`src/rtl/uart_frame_parser_pkg.sv`:
```
// Shared definitions for the UART frame parser: header bytes, FSM state encoding,
// error codes and an address-width helper.
package uart_frame_parser_pkg;

    localparam logic [7:0] FRM_HDR0 = 8'h55;
    localparam logic [7:0] FRM_HDR1 = 8'hAA;

    typedef enum logic [2:0] {
        IDLE    = 3'd0,
        HDR2    = 3'd1,
        LEN     = 3'd2,
        PAYLOAD = 3'd3,
        CSUM    = 3'd4,
        EMIT    = 3'd5
    } state_t;

    localparam logic [1:0] ERR_LEN     = 2'd1;
    localparam logic [1:0] ERR_CSUM    = 2'd2;
    localparam logic [1:0] ERR_TIMEOUT = 2'd3;

    // Address width for a buffer of 'depth' entries, never narrower than one bit.
    function automatic int addr_width(input int depth);
        return (depth > 1) ? $clog2(depth) : 1;
    endfunction

endpackage

```
`src/rtl/uart_frame_buf.sv`:
```
// Payload buffer: DEPTH x 8 register array, one synchronous write port and one
// read port whose data output is registered (holds when rd_en is low).
module uart_frame_buf
    import uart_frame_parser_pkg::*;
#(
    parameter int DEPTH = 16,
    parameter int AW    = 4
) (
    input  logic          clk,
    input  logic          srst,
    input  logic          wr_en,
    input  logic [AW-1:0] wr_addr,
    input  logic [7:0]    wr_data,
    input  logic          rd_en,
    input  logic [AW-1:0] rd_addr,
    output logic [7:0]    rd_data
);

    logic [7:0] mem [DEPTH];
    logic [7:0] rd_data_q;
    logic [7:0] rd_data_d;

    // Storage is deliberately not reset so it can map onto RAM resources.
    always_ff @(posedge clk) begin
        if (wr_en) begin
            mem[wr_addr] <= wr_data;
        end
    end

    always_comb begin
        rd_data_d = rd_data_q;
        if (rd_en) begin
            rd_data_d = mem[rd_addr];
        end
    end

    always_ff @(posedge clk) begin
        if (srst) begin
            rd_data_q <= 8'd0;
        end else begin
            rd_data_q <= rd_data_d;
        end
    end

    assign rd_data = rd_data_q;

endmodule

```
`src/rtl/uart_frame_parser.sv`:
```
// Extracts 55 AA LEN PAYLOAD CSUM frames from a UART byte stream and releases the
// payload only after the checksum verifies. Optional inter-byte timeout: UART_FRAME_TIMEOUT_EN.
module uart_frame_parser
    import uart_frame_parser_pkg::*;
#(
    parameter int MAX_LEN     = 16,
    parameter int TIMEOUT_CYC = 500000
) (
    input  logic       mclk,
    input  logic       rst,
    input  logic [7:0] rx_data,
    input  logic       rx_done,
    output logic [7:0] out_data,
    output logic       out_valid,
    output logic       out_last,
    output logic [7:0] frame_len,
    output logic       frame_ok,
    output logic       frame_err,
    output logic [1:0] err_code,
    output logic       rx_drop,
    output logic       busy
);

    localparam int         AW        = addr_width(MAX_LEN);
    localparam logic [7:0] MAX_LEN_B = 8'(MAX_LEN);

    state_t     state_q, state_d;
    logic [7:0] len_q, len_d;
    logic [7:0] idx_q, idx_d;
    logic [7:0] sum_q, sum_d;
    logic [7:0] emit_idx_q, emit_idx_d;
    logic       out_valid_q, out_valid_d;
    logic       out_last_q, out_last_d;
    logic       frame_ok_q, frame_ok_d;
    logic       frame_err_q, frame_err_d;
    logic [1:0] err_code_q, err_code_d;
    logic [7:0] frame_len_q, frame_len_d;
    logic       rx_drop_q, rx_drop_d;

    logic          buf_wr_en;
    logic [AW-1:0] buf_wr_addr;
    logic          buf_rd_en;
    logic [AW-1:0] buf_rd_addr;
    logic [7:0]    buf_rd_data;

`ifdef UART_FRAME_TIMEOUT_EN
    localparam int          TW       = (TIMEOUT_CYC > 1) ? $clog2(TIMEOUT_CYC) : 1;
    localparam logic [TW-1:0] TMO_LAST = TW'(TIMEOUT_CYC - 1);
    logic [TW-1:0] tmo_cnt_q, tmo_cnt_d;
`endif

    uart_frame_buf #(
        .DEPTH (MAX_LEN),
        .AW    (AW)
    ) u_buf (
        .clk     (mclk),
        .srst    (rst),
        .wr_en   (buf_wr_en),
        .wr_addr (buf_wr_addr),
        .wr_data (rx_data),
        .rd_en   (buf_rd_en),
        .rd_addr (buf_rd_addr),
        .rd_data (buf_rd_data)
    );

    always_comb begin
        state_d     = state_q;
        len_d       = len_q;
        idx_d       = idx_q;
        sum_d       = sum_q;
        emit_idx_d  = emit_idx_q;
        frame_len_d = frame_len_q;
        err_code_d  = err_code_q;
        out_valid_d = 1'b0;
        out_last_d  = 1'b0;
        frame_ok_d  = 1'b0;
        frame_err_d = 1'b0;
        rx_drop_d   = 1'b0;
        buf_wr_en   = 1'b0;
        buf_wr_addr = AW'(idx_q);
        buf_rd_en   = 1'b0;
        buf_rd_addr = AW'(emit_idx_q);

        unique case (state_q)
            IDLE: begin
                if (rx_done && rx_data == FRM_HDR0) begin
                    state_d = HDR2;
                end
            end
            HDR2: begin
                if (rx_done) begin
                    if (rx_data == FRM_HDR1) begin
                        state_d = LEN;
                    end else if (rx_data != FRM_HDR0) begin
                        state_d = IDLE;
                    end
                end
            end
            LEN: begin
                if (rx_done) begin
                    if (rx_data == 8'd0 || rx_data > MAX_LEN_B) begin
                        state_d     = IDLE;
                        frame_err_d = 1'b1;
                        err_code_d  = ERR_LEN;
                    end else begin
                        len_d   = rx_data;
                        sum_d   = rx_data;
                        idx_d   = 8'd0;
                        state_d = PAYLOAD;
                    end
                end
            end
            PAYLOAD: begin
                if (rx_done) begin
                    buf_wr_en = 1'b1;
                    sum_d     = sum_q + rx_data;
                    idx_d     = idx_q + 8'd1;
                    if (idx_q == len_q - 8'd1) begin
                        state_d = CSUM;
                    end
                end
            end
            CSUM: begin
                if (rx_done) begin
                    if (rx_data == sum_q) begin
                        // Launch the read of byte 0 now so it is on out_data next cycle.
                        state_d     = EMIT;
                        buf_rd_en   = 1'b1;
                        buf_rd_addr = '0;
                        out_valid_d = 1'b1;
                        out_last_d  = (len_q == 8'd1);
                        frame_ok_d  = (len_q == 8'd1);
                        frame_len_d = len_q;
                        emit_idx_d  = 8'd1;
                    end else begin
                        state_d     = IDLE;
                        frame_err_d = 1'b1;
                        err_code_d  = ERR_CSUM;
                    end
                end
            end
            EMIT: begin
                rx_drop_d = rx_done;
                if (emit_idx_q == len_q) begin
                    state_d = IDLE;
                end else begin
                    buf_rd_en   = 1'b1;
                    out_valid_d = 1'b1;
                    out_last_d  = (emit_idx_q == len_q - 8'd1);
                    frame_ok_d  = (emit_idx_q == len_q - 8'd1);
                    emit_idx_d  = emit_idx_q + 8'd1;
                end
            end
            default: begin
                state_d = IDLE;
            end
        endcase

`ifdef UART_FRAME_TIMEOUT_EN
        tmo_cnt_d = '0;
        if (state_q inside {HDR2, LEN, PAYLOAD, CSUM} && !rx_done) begin
            if (tmo_cnt_q == TMO_LAST) begin
                // Without rx_done the case above left state_d unchanged, so override it here.
                state_d     = IDLE;
                frame_err_d = 1'b1;
                err_code_d  = ERR_TIMEOUT;
            end else begin
                tmo_cnt_d = tmo_cnt_q + 1'b1;
            end
        end
`endif
    end

    always_ff @(posedge mclk) begin
        if (rst) begin
            state_q     <= IDLE;
            len_q       <= 8'd0;
            idx_q       <= 8'd0;
            sum_q       <= 8'd0;
            emit_idx_q  <= 8'd0;
            out_valid_q <= 1'b0;
            out_last_q  <= 1'b0;
            frame_ok_q  <= 1'b0;
            frame_err_q <= 1'b0;
            err_code_q  <= 2'd0;
            frame_len_q <= 8'd0;
            rx_drop_q   <= 1'b0;
`ifdef UART_FRAME_TIMEOUT_EN
            tmo_cnt_q   <= '0;
`endif
        end else begin
            state_q     <= state_d;
            len_q       <= len_d;
            idx_q       <= idx_d;
            sum_q       <= sum_d;
            emit_idx_q  <= emit_idx_d;
            out_valid_q <= out_valid_d;
            out_last_q  <= out_last_d;
            frame_ok_q  <= frame_ok_d;
            frame_err_q <= frame_err_d;
            err_code_q  <= err_code_d;
            frame_len_q <= frame_len_d;
            rx_drop_q   <= rx_drop_d;
`ifdef UART_FRAME_TIMEOUT_EN
            tmo_cnt_q   <= tmo_cnt_d;
`endif
        end
    end

    assign out_data  = buf_rd_data;
    assign out_valid = out_valid_q;
    assign out_last  = out_last_q;
    assign frame_ok  = frame_ok_q;
    assign frame_err = frame_err_q;
    assign err_code  = err_code_q;
    assign frame_len = frame_len_q;
    assign rx_drop   = rx_drop_q;
    assign busy      = (state_q != IDLE);

endmodule

```
`config.mk`:
```
export PLATFORM = sky130hd
export DESIGN_NAME = uart_frame_parser
export DESIGN_NICKNAME = d
export VERILOG_FILES = /design/src/rtl/uart_frame_parser_pkg.sv /design/src/rtl/uart_frame_buf.sv /design/src/rtl/uart_frame_parser.sv
export SDC_FILE = /design/constraint.sdc
export NUM_CORES = 1
export LEC_CHECK = 0
export CORE_MARGIN = 2
export CORE_UTILIZATION = 43
export DETAILED_ROUTE_END_ITERATION = 8
export SLEW_MARGIN = 20
export SYNTH_ARGS = -nofsm -noshare
export SYNTH_HDL_FRONTEND = slang
export SYNTH_SLANG_ARGS = --single-unit
```
`constraint.sdc`:
```
create_clock -name mclk -period 7.65 [get_ports mclk]
set_input_delay 1.53 -clock mclk [delete_from_list [all_inputs] [get_ports mclk]]
set_output_delay 1.53 -clock mclk [all_outputs]
set_load 0.05 [all_outputs]
```
==> load_flow_metrics.sql, run 1 <==
INSERT INTO impl_metrics (metric_group, metric, value, unit) VALUES
('drt', 'avgRoutedWirePerCell', '19.98', 'um'),
('die', 'core_area', '19270', 'sq um'),
('worst_setup_path', 'critical_path.cell_chain', 'clkdlybuf4s50_1 > ha_1 > nor4_1 > and4_1 > nand2_1 > o21ai_0 > a21oi_1 > o311ai_0', ''),
('yosys', 'post_synth_main_area_contributors', 'sky130_fd_sc_hd__edfxtp_1 46%, sky130_fd_sc_hd__dfxtp_1 14%, sky130_fd_sc_hd__mux4_2 4.3%', ''),
('yosys', 'post-synth-top-area-fraction', '0.4586', ''),
('yosys', 'postSynthCellCount', '690', ''),
('timing', 'grt_setup_unrepaired', 'false', ''),
('drt', 'antenna_left', '0', ''),
('die', 'std_cell_rows', '51', ''),
('die', 'die_height', '143.6', 'um'),
('flow_run', 'maxCapViolCount', '0', ''),
('drt', 'detailedRoute.firstPassIterationCount', '5', ''),
('worst_setup_path', 'slowest_delay', '1.01', 'ns'),
('worst_setup_path', 'crit_path_end_kind', 'register', ''),
('worst_setup_path', 'timing.critical_path.arrival', '4.84', 'ns'),
('finish', 'n_antenna_cell', '0', ''),
('cts', 'clock_path_buffers', '2', ''),
('global_route', 'grt_util_all_layers', '0.2001', ''),
('global_route', 'grt_overflow', '0', ''),
('drt', 'viasPerCell', '5.690', ''),
('cts', 'cts_setup_buffers', '0', ''),
('hold_path', 'holdCritPathClass', 'reg2reg', ''),
('global_route', 'first_global_vias', '5261', ''),
('yosys', 'ys_types', '60', ''),
('finish', 'mostFrequentLayoutCell', 'sky130_fd_sc_hd__edfxtp_1', ''),
('timing', 'slew_headroom', '0.2999', ''),
('global_route', 'grt_antenna_before_repair', '0', ''),
('timing', 'tightestPinTransition', '1.039', 'ns'),
('yosys', 'yosysWarningCount', '0', ''),
('drt', 'drt_wl_total', '19780', 'um'),
('timing', 'setup_viol', '0', ''),
('die', 'io_pins', '35', ''),
('die', 'dieArea', '20620', 'sq um'),
('cts', 'cts_resized', '0', ''),
('timing', 'min_period', '4.512', 'ns'),
('drt', 'first_iter_violations', '557', ''),
('yosys', 'share_of_flip_flops_with_an_asynchronous_set_or_reset_after_synthesis', '0', ''),
('power', 'vdd.ir_drop.worst', '0.1208', 'mV'),
('yosys', 'synth-edff-count', '128', ''),
('finish', 'final_layout_size_suffix_gt1_frac', '0.1172', ''),
('drt', 'route.detailed.drc', '0', ''),
('yosys', 'yosys_register_bits', '185', ''),
('cts', 'tritoncts', 'built', ''),
('finish', 'layout.filler_cells', '1678', ''),
('placed_design', 'hpwlAfterDp', '12500', 'um'),
('timing', 'layout_worst_path_cycle_share', '0.5899', ''),
('cts', 'cts_made_buffers', '17', ''),
('cts', 'clkLatencyLatePin', '0.43', 'ns'),
('worst_setup_path', 'worstSetupPathType', 'in2reg', ''),
('run_status', 'status', 'complete, no violations', ''),
('timing', 'finalClockSkew', '0.009508', 'ns'),
('yosys', 'synth.cell_area', '8381', 'sq um'),
('timing', 'whs', '0.4509', 'ns'),
('hold_path', 'count_of_cells_along_the_worst_hold_path', '2', ''),
('finish', 'area_delta_synth_final', '13.65', '%'),
('cts', 'clockRootBuffer', 'sky130_fd_sc_hd__clkbuf_16', ''),
('yosys', 'synth_area_leader_cell', 'sky130_fd_sc_hd__edfxtp_1', ''),
('global_route', 'grt_start_max_net_pins', '59', ''),
('die', 'start_util', '0.4349', ''),
('placed_design', 'gp_congestion', '0.8639', ''),
('drt', 'vias', '5633', ''),
('cts', 'post_cts_hold_fix_bufs', '0', ''),
('power', 'power.density', '207.3', 'nW/um^2'),
('yosys', 'synth.yosys.seq_area_share', '0.5948', ''),
('yosys', 'synth.net_count', '716', ''),
('timing', 'upper_clock_frequency_limit', '221.6', 'MHz'),
('worst_setup_path', 'worst-endpoint-required', '7.98', 'ns'),
('timing', 'hold_violation_total_from_the_final_report', '0', ''),
('timing', 'final.setup.tns', '0', 'ns'),
('yosys', 'most_used_dff_post_synth', 'sky130_fd_sc_hd__edfxtp_1', ''),
('finish', 'design.final.nets', '738', '');
[path summary, 6_finish.rpt]
path                                    from                       endpoint  slack (ns)
setup / recovery                  rx_data[2]  u_buf.rd_data[4]$_SDFFE_PP0P_        3.14
hold / removal     frame_len[2]$_SDFFE_PP0P_      frame_len[2]$_SDFFE_PP0P_        0.45
setup reg to reg  emit_idx_q[0]$_SDFFE_PP0P_        state_q[0]$_SDFFE_PP0P_        4.49
hold reg to reg    frame_len[2]$_SDFFE_PP0P_      frame_len[2]$_SDFFE_PP0P_        0.45
[cell families after synthesis]
logic type,after synthesis,share of synthesized area
xor+xnor,39,0.04076
flops,185,0.5948
fa+ha+maj,15,0.02329
compound gates,138,0.1075
buf+inv,64,0.03329
mux,40,0.07390
simple gates,209,0.1265
[per-stage QoR]
stage / cell area (sq um) / setup slack, ns / utilization
after floorplan: 8381 / 4.248 / -
after global placement: 8941 / 2.858 / 0.4640
after detailed placement: 8941 / 2.802 / 0.4640
after CTS: 9524 / 3.247 / 0.4942
after global routing: 9524 / 2.996 / 0.4942
final: 9524 / 3.138 / 0.4942
[flip-flops by register name, summed over array words and instances (netlist names), 2 cells and up]
name	cells
len_q	8
err_code	2
u_buf.rd_data	8
frame_len	8
emit_idx_q	8
sum_q	8
idx_q	8
state_q	3
u_buf.mem	128
[cell type report]
class | count | area [sq um] | share of cell area
clock inverters | 15 | 157.7 | 0.01655
inverters | 22 | 82.58 | 0.008671
repair buffers | 45 | 422.9 | 0.04440
flip-flops and latches | 185 | 4987 | 0.5236
well taps | 265 | 331.6 | 0.03481
clock buffers | 17 | 425.4 | 0.04467
multi-input cells | 441 | 3117 | 0.3272
[power breakdown]
| group | internal [mW] | switching, mW |
|---|---|---|
| logic | 0.0121 | 0.0303 |
| clock network | 0.461 | 0.403 |
| registers | 1.07 | 0.000137 |
[synth_stat cells, drive strengths merged (6+ instances only)]
cell type and n:
mux4 16, o21ai 11, xor2 23, nor2 50
buf 20, and3 6, a211oi 8, o311ai 7
xnor2 16, nor3 21, o221ai 7, nor3b 6
mux2i 9, nand2 56, nor4 10, dfxtp 57
and2 17, o22a 7, clkbuf 22, mux2 15
a21oi 62, nand3 11, edfxtp 128, ha 14
inv 21
[critical path, delay by kind of cell]
kind	cells	cell delay [ns]
simple gates	3	0.98
compound gates	3	0.89
fa+ha+maj	1	0.42
buf+inv	1	1.01
[routing by layer]
| layer | track usage | part of all wire | vias up |
|---|---|---|---|
| met1 | 0.2894 | 0.46 | 2762 |
| met3 | 0.03532 | 0.054 | 37 |
| met2 | 0.3100 | 0.47 | 211 |
| met5 | 0 | 0 | - |
| li1 | - | - | 2623 |
| met4 | 0.05986 | 0.018 | 0 |
Power figures use the tool's default switching activity.
==> run 2: changes to the inputs <==
==> constraint.sdc (replaced) <==
create_clock -name mclk -period 3.9 [get_ports mclk]
set_input_delay 0.78 -clock mclk [delete_from_list [all_inputs] [get_ports mclk]]
set_output_delay 0.78 -clock mclk [all_outputs]
set_load 0.05 [all_outputs]
==> load_flow_metrics.sql, run 2 (synthesis results as in run 1) <==
INSERT INTO impl_metrics (metric_group, metric, value, unit) VALUES
('run_status', 'status', 'complete, no violations', ''),
('drt', 'antenna_left', '0', ''),
('drt', 'avgRoutedWirePerCell', '20.49', 'um'),
('finish', 'post_layout_nonfiller_instances', '1005', ''),
('worst_setup_path', 'crit_path_end_kind', 'register', ''),
('timing', 'final_max_slew_viol_count', '0', ''),
('timing', 'finalClockSkew', '0.01621', 'ns'),
('worst_setup_path', 'worstSetupStartpoint', 'rx_data[3]', ''),
('timing', 'setup_viol', '0', ''),
('placed_design', 'place_inst', '973', ''),
('power', 'sequentialPowerShare', '0.541', ''),
('die', 'die_height', '143.6', 'um'),
('global_route', 'grt_overflow', '0', ''),
('cts', 'clock-sinks', '185', ''),
('finish', 'largest_register_ffs', '128', ''),
('hold_path', 'holdCritStartpoint', 'frame_len[6]$_SDFFE_PP0P_', ''),
('worst_setup_path', 'worst-endpoint-required', '4.21', 'ns'),
('flow_run', 'maxCapViolCount', '0', ''),
('global_route', 'first_global_vias', '5425', ''),
('finish', 'final_design_area_no_fill', '9649', 'sq um'),
('cts', 'cts_resized', '0', ''),
('die', 'std_cell_rows', '51', ''),
('global_route', 'grt_util_all_layers', '0.2086', ''),
('die', 'dieArea', '20620', 'sq um'),
('power', 'power.share.switching', '0.2292', ''),
('finish', 'mostFrequentLayoutCell', 'sky130_fd_sc_hd__edfxtp_1', ''),
('drt', 'detailedRoute.firstPassIterationCount', '6', ''),
('timing', 'upper_clock_frequency_limit', '313.4', 'MHz'),
('die', 'die-width', '143.6', 'um'),
('die', 'start_util', '0.4349', ''),
('cts', 'cts_made_buffers', '17', ''),
('power', 'netSwitchingPower', '0.8863', 'mW'),
('drt', 'viasPerCell', '5.577', ''),
('cts', 'cts.reportedPaths.clkPinSlew', '0.07', 'ns'),
('cts', 'cts_setup_buffers', '0', ''),
('finish', 'register_containing_the_most_flip_flops_in_the_final_layout', 'u_buf.mem', ''),
('cts', 'clockRootBuffer', 'sky130_fd_sc_hd__clkbuf_16', ''),
('timing', 'whs', '0.4518', 'ns'),
('finish', 'final_layout_size_suffix_gt1_frac', '0.1324', ''),
('finish', 'n_antenna_cell', '0', ''),
('power', 'power.density', '400.8', 'nW/um^2'),
('cts', 'post_cts_hold_fix_bufs', '0', ''),
('timing', 'final.setup.tns', '0', 'ns'),
('hold_path', 'holdCritPathClass', 'reg2reg', ''),
('drt', 'drt_wl_total', '20600', 'um'),
('cts', 'clkLatencyLatePin', '0.44', 'ns'),
('placed_design', 'buffer_ports.inserted', '34', ''),
('finish', 'design.final.nets', '753', ''),
('placed_design', 'postPlaceCellArea', '9066', 'sq um'),
('drt', 'route.detailed.drc', '0', ''),
('cts', 'htreeDepth', '4', ''),
('power', 'total_leakage_power', '3.228', 'nW'),
('power', 'comb_power_share', '0.024', ''),
('worst_setup_path', 'worstSetupPathType', 'in2reg', ''),
('finish', 'area_delta_synth_final', '15.14', '%'),
('global_route', 'grt_start_max_net_pins', '58', ''),
('timing', 'min_period', '3.191', 'ns'),
('timing', 'layout_worst_path_cycle_share', '0.8181', ''),
('power', 'power.internal', '2.981', 'mW'),
('placed_design', 'gp_congestion', '0.8873', ''),
('global_route', 'wire_length_of_the_first_global_routing_pass', '31910', 'um'),
('finish', 'final_util', '0.5007', ''),
('timing', 'tightestPinTransition', '1.009', 'ns'),
('power', 'vdd.ir_drop.worst', '0.2571', 'mV'),
('cts', 'clock_path_buffers', '2', ''),
('global_route', 'grt_antenna_before_repair', '0', ''),
('drt', 'first_iter_violations', '591', ''),
('timing', 'grt_setup_unrepaired', 'false', ''),
('worst_setup_path', 'timing.critical_path.arrival', '3.50', 'ns'),
('worst_setup_path', 'r2r_start', 'emit_idx_q[3]$_SDFFE_PP0P_', ''),
('die', 'core_area', '19270', 'sq um'),
('worst_setup_path', 'launching_element_type_of_the_critical_path', 'input pin', ''),
('timing', 'slew_headroom', '0.3274', ''),
('placed_design', 'hpwlAfterDp', '14230', 'um'),
('die', 'io_pins', '35', ''),
('finish', 'commonest_non_fill_non_tap_cells_in_the_layout', '128 x sky130_fd_sc_hd__edfxtp_1, 62 x sky130_fd_sc_hd__a21oi_1, 56 x sky130_fd_sc_hd__nand2_1', ''),
('cts', 'tritoncts', 'built', ''),
('timing', 'hold_violation_total_from_the_final_report', '0', ''),
('worst_setup_path', 'highest_net_fanout_along_the_worst_path', '6', ''),
('power', 'clk_network_pwr_share', '0.435', ''),
('drt', 'vias', '5605', '');
==> run 2: critical path, cell delays in order <==
cell and delay, ns:
sky130_fd_sc_hd__clkdlybuf4s50_1 0.50, sky130_fd_sc_hd__ha_1 0.43, sky130_fd_sc_hd__nor4_1 0.39, sky130_fd_sc_hd__and4_1 0.38, sky130_fd_sc_hd__nand2_1 0.15, sky130_fd_sc_hd__o21ai_0 0.34
sky130_fd_sc_hd__a21oi_1 0.16, sky130_fd_sc_hd__o311ai_0 0.36
==> run 2: worst paths after layout <==
check,to,slack (ns),cells past startpoint
max reg2reg,state_q[0]$_SDFFE_PP0P_,0.77,6
min,frame_len[6]$_SDFFE_PP0P_,0.45,2
max,u_buf.rd_data[6]$_SDFFE_PP0P_,0.71,8
min reg2reg,frame_len[6]$_SDFFE_PP0P_,0.45,2
==> run 2: layout make-up <==
cell class | count | area (sq um)
Clock inverter | 14 | 153.9
Timing Repair Buffer | 60 | 548.0
Inverter | 22 | 82.58
Multi-Input combinational cell | 441 | 3117
Clock buffer | 18 | 429.2
Tap cell | 265 | 331.6
Fill cell | 1713 | 9622
Sequential cell | 185 | 4987
==> run 2: per-stage QoR <==
stage	worst slack (ns)	total power, mW
after floorplan	1.248	2.167
after global placement	0.3847	2.230
after detailed placement	0.2653	2.233
after CTS	0.7105	3.898
after global routing	0.5769	3.975
final	0.7094	3.867
==> run 2: per-layer routing <==
metal  routed length, um  global-route usage  vias up
met3                 930             0.03366       23
li1                    -                   -     2659
met4                 269             0.05573        0
met5                   0                   0        -
met1                9584              0.3014     2772
met2                9812              0.3291      151
==> run 2: power groups by stage <==
stage               Sequential [mW]  Clock (mW)  Combinational [mW]
global placement               2.14           0              0.0931
floorplan                      2.14           0              0.0289
global route                   2.09        1.78               0.103
finish                         2.09        1.68              0.0944
detailed placement             2.14           0              0.0955
CTS                            2.09        1.71              0.0957
==> run 3: changes to the inputs <==
==> constraint.sdc (replaced) <==
create_clock -name mclk -period 3 [get_ports mclk]
set_input_delay 0.6 -clock mclk [delete_from_list [all_inputs] [get_ports mclk]]
set_output_delay 0.6 -clock mclk [all_outputs]
set_load 0.05 [all_outputs]
==> load_flow_metrics.sql, run 3 (synthesis results as in run 1) <==
INSERT INTO impl_metrics (metric_group, metric, value, unit) VALUES
('global_route', 'first_global_vias', '5727', ''),
('drt', 'detailedRoute.firstPassIterationCount', '5', ''),
('flow_run', 'maxCapViolCount', '0', ''),
('timing', 'layout_worst_path_cycle_share', '0.9283', ''),
('run_status', 'status', 'complete, no violations', ''),
('drt', 'route.detailed.drc', '0', ''),
('die', 'die-width', '143.6', 'um'),
('timing', 'final_max_slew_viol_count', '0', ''),
('cts', 'htreeDepth', '4', ''),
('finish', 'register_containing_the_most_flip_flops_in_the_final_layout', 'u_buf.mem', ''),
('timing', 'final.setup.tns', '0', 'ns'),
('die', 'io_pins', '35', ''),
('global_route', 'grt_util_all_layers', '0.2129', ''),
('cts', 'cts_setup_buffers', '0', ''),
('finish', 'mostFrequentLayoutCell', 'sky130_fd_sc_hd__edfxtp_1', ''),
('worst_setup_path', 'worstSetupStartpoint', 'len_q[1]$_SDFFE_PP0P_', ''),
('worst_setup_path', 'worstSetupEndpoint', 'frame_ok$_SDFF_PP0_', ''),
('finish', 'final_util', '0.5205', ''),
('worst_setup_path', 'r2r_start', 'len_q[1]$_SDFFE_PP0P_', ''),
('drt', 'drt_wl_total', '21150', 'um'),
('finish', 'n_antenna_cell', '0', ''),
('timing', 'post-route-worst-setup-slack', '0.2150', 'ns'),
('placed_design', 'place_inst', '1008', ''),
('drt', 'antenna_left', '0', ''),
('global_route', 'wire_length_of_the_first_global_routing_pass', '32780', 'um'),
('worst_setup_path', 'highest_net_fanout_along_the_worst_path', '7', ''),
('timing', 'hold_violation_total_from_the_final_report', '0', ''),
('cts', 'post_cts_hold_fix_bufs', '0', ''),
('drt', 'vias', '5840', ''),
('timing', 'min_period', '2.785', 'ns'),
('drt', 'viasPerCell', '5.615', ''),
('timing', 'setup_viol', '0', ''),
('worst_setup_path', 'worst-r2r-setup-slack', '0.21', 'ns'),
('timing', 'grt_setup_unrepaired', 'false', ''),
('timing', 'slew_headroom', '0.5322', ''),
('finish', 'post_layout_nonfiller_instances', '1040', ''),
('global_route', 'grt_overflow', '0', ''),
('timing', 'finalClockSkew', '0.008990', 'ns'),
('placed_design', 'hpwlAfterDp', '14700', 'um'),
('cts', 'cts_made_buffers', '17', ''),
('die', 'std_cell_rows', '51', ''),
('cts', 'clock-sinks', '185', ''),
('finish', 'area_delta_synth_final', '19.69', '%'),
('global_route', 'grt_start_max_net_pins', '58', ''),
('placed_design', 'placement.setup.worst_slack', '-0.1766', 'ns'),
('worst_setup_path', 'timing.critical_path.arrival', '3.10', 'ns'),
('hold_path', 'holdCritPathClass', 'reg2reg', ''),
('global_route', 'grt_antenna_before_repair', '0', ''),
('worst_setup_path', 'timing.reg2reg.worst_path_depth', '8', ''),
('timing', 'upper_clock_frequency_limit', '359.1', 'MHz'),
('die', 'dieArea', '20620', 'sq um'),
('finish', 'design.final.nets', '788', ''),
('finish', 'commonest_non_fill_non_tap_cells_in_the_layout', '128 x sky130_fd_sc_hd__edfxtp_1, 62 x sky130_fd_sc_hd__a21oi_1, 56 x sky130_fd_sc_hd__nand2_1, 56 x sky130_fd_sc_hd__buf_4, 55 x sky130_fd_sc_hd__dfxtp_1', ''),
('worst_setup_path', 'worst-endpoint-required', '3.32', 'ns'),
('worst_setup_path', 'launching_element_type_of_the_critical_path', 'register', ''),
('cts', 'tritoncts', 'built', ''),
('drt', 'first_iter_violations', '520', ''),
('worst_setup_path', 'worstSetupPathType', 'reg2reg', ''),
('cts', 'clockRootBuffer', 'sky130_fd_sc_hd__clkbuf_16', ''),
('placed_design', 'buffer_ports.inserted', '34', ''),
('power', 'vdd.ir_drop.worst', '0.3313', 'mV'),
('cts', 'clock_path_buffers', '2', ''),
('finish', 'final_layout_size_suffix_gt1_frac', '0.1742', ''),
('drt', 'avgRoutedWirePerCell', '20.33', 'um'),
('cts', 'cts_resized', '0', ''),
('power', 'total_leakage_power', '3.441', 'nW'),
('worst_setup_path', 'crit_path_end_kind', 'register', ''),
('timing', 'tightestPinTransition', '0.7017', 'ns'),
('worst_setup_path', 'reg2reg_to', 'frame_ok$_SDFF_PP0_', ''),
('cts', 'cts.reportedPaths.clkPinSlew', '0.07', 'ns'),
('cts', 'clkLatencyLatePin', '0.43', 'ns'),
('power', 'power.density', '527.8', 'nW/um^2'),
('die', 'core_area', '19270', 'sq um'),
('finish', 'layout.filler_cells', '1680', ''),
('placed_design', 'gp_congestion', '0.8937', ''),
('die', 'start_util', '0.4349', ''),
('finish', 'largest_register_ffs', '128', ''),
('die', 'die_height', '143.6', 'um');
## run 3: changes by cell type in the layout (fill, tap and decap cells not counted), moves of 2 or more
cell and change:
sky130_fd_sc_hd__inv_8 -2, sky130_fd_sc_hd__clkinv_4 +3, sky130_fd_sc_hd__bufinv_16 +4, sky130_fd_sc_hd__inv_6 -2, sky130_fd_sc_hd__buf_4 +31, sky130_fd_sc_hd__clkinv_8 -3
sky130_fd_sc_hd__buf_12 +4
## run 3: worst max-delay path, stage by stage, from the launching register on
cell and delay, ns:
sky130_fd_sc_hd__dfxtp_1 0.39, sky130_fd_sc_hd__inv_1 0.12, sky130_fd_sc_hd__ha_1 0.31, sky130_fd_sc_hd__nor3b_1 0.32, sky130_fd_sc_hd__nand2_1 0.11, sky130_fd_sc_hd__xor2_1 0.31, sky130_fd_sc_hd__xnor2_1 0.09, sky130_fd_sc_hd__or4b_2 0.65
sky130_fd_sc_hd__o32ai_2 0.36
## run 3: worst min-delay path by stage
stage / start / end / slack [ns] / depth (start not counted)
after detailed placement: frame_len[7]$_SDFFE_PP0P_ / frame_len[7]$_SDFFE_PP0P_ / 0.45 / 2
after CTS: frame_len[7]$_SDFFE_PP0P_ / frame_len[7]$_SDFFE_PP0P_ / 0.45 / 2
final: frame_len[7]$_SDFFE_PP0P_ / frame_len[7]$_SDFFE_PP0P_ / 0.45 / 2
after global routing: frame_len[2]$_SDFFE_PP0P_ / frame_len[2]$_SDFFE_PP0P_ / 0.47 / 2
after floorplan: sum_q[1]$_SDFFE_PP0P_ / sum_q[1]$_SDFFE_PP0P_ / 0.45 / 2
after global placement: frame_len[0]$_SDFFE_PP0P_ / frame_len[0]$_SDFFE_PP0P_ / 0.44 / 2
## run 3: layout make-up
| class | count | area [sq um] | area share |
|---|---|---|---|
| tap | 265 | 331.6 | 0.03305 |
| inverter | 22 | 82.58 | 0.008232 |
| clock buffer | 18 | 429.2 | 0.04278 |
| timing repair buffer | 95 | 860.8 | 0.08582 |
| clock inverter | 14 | 215.2 | 0.02145 |
| multi-input combinational | 441 | 3124 | 0.3115 |
| sequential | 185 | 4987 | 0.4972 |
## run 3: metrics by stage
stage | total power [mW] | hold slack, ns | instance area, sq um
floorplan | 2.817 | 0.4486 | 8381
global placement | 2.917 | 0.4398 | 9379
detailed placement | 2.920 | 0.4459 | 9379
CTS | 5.321 | 0.4536 | 10020
global route | 5.417 | 0.4743 | 10030
finish | 5.295 | 0.4497 | 10030
## run 3: power breakdown
part	internal, mW	switching (mW)
logic	0.0514	0.0906
clock network	1.42	1.01
registers	2.72	0.000194
## run 3: layer usage
layer	up-vias	wire length [um]	track usage
met4	0	334	0.06502
met5	-	0	0
li1	2720	-	-
met1	2903	9706	0.2951
met3	27	937	0.03199
met2	190	10170	0.3481
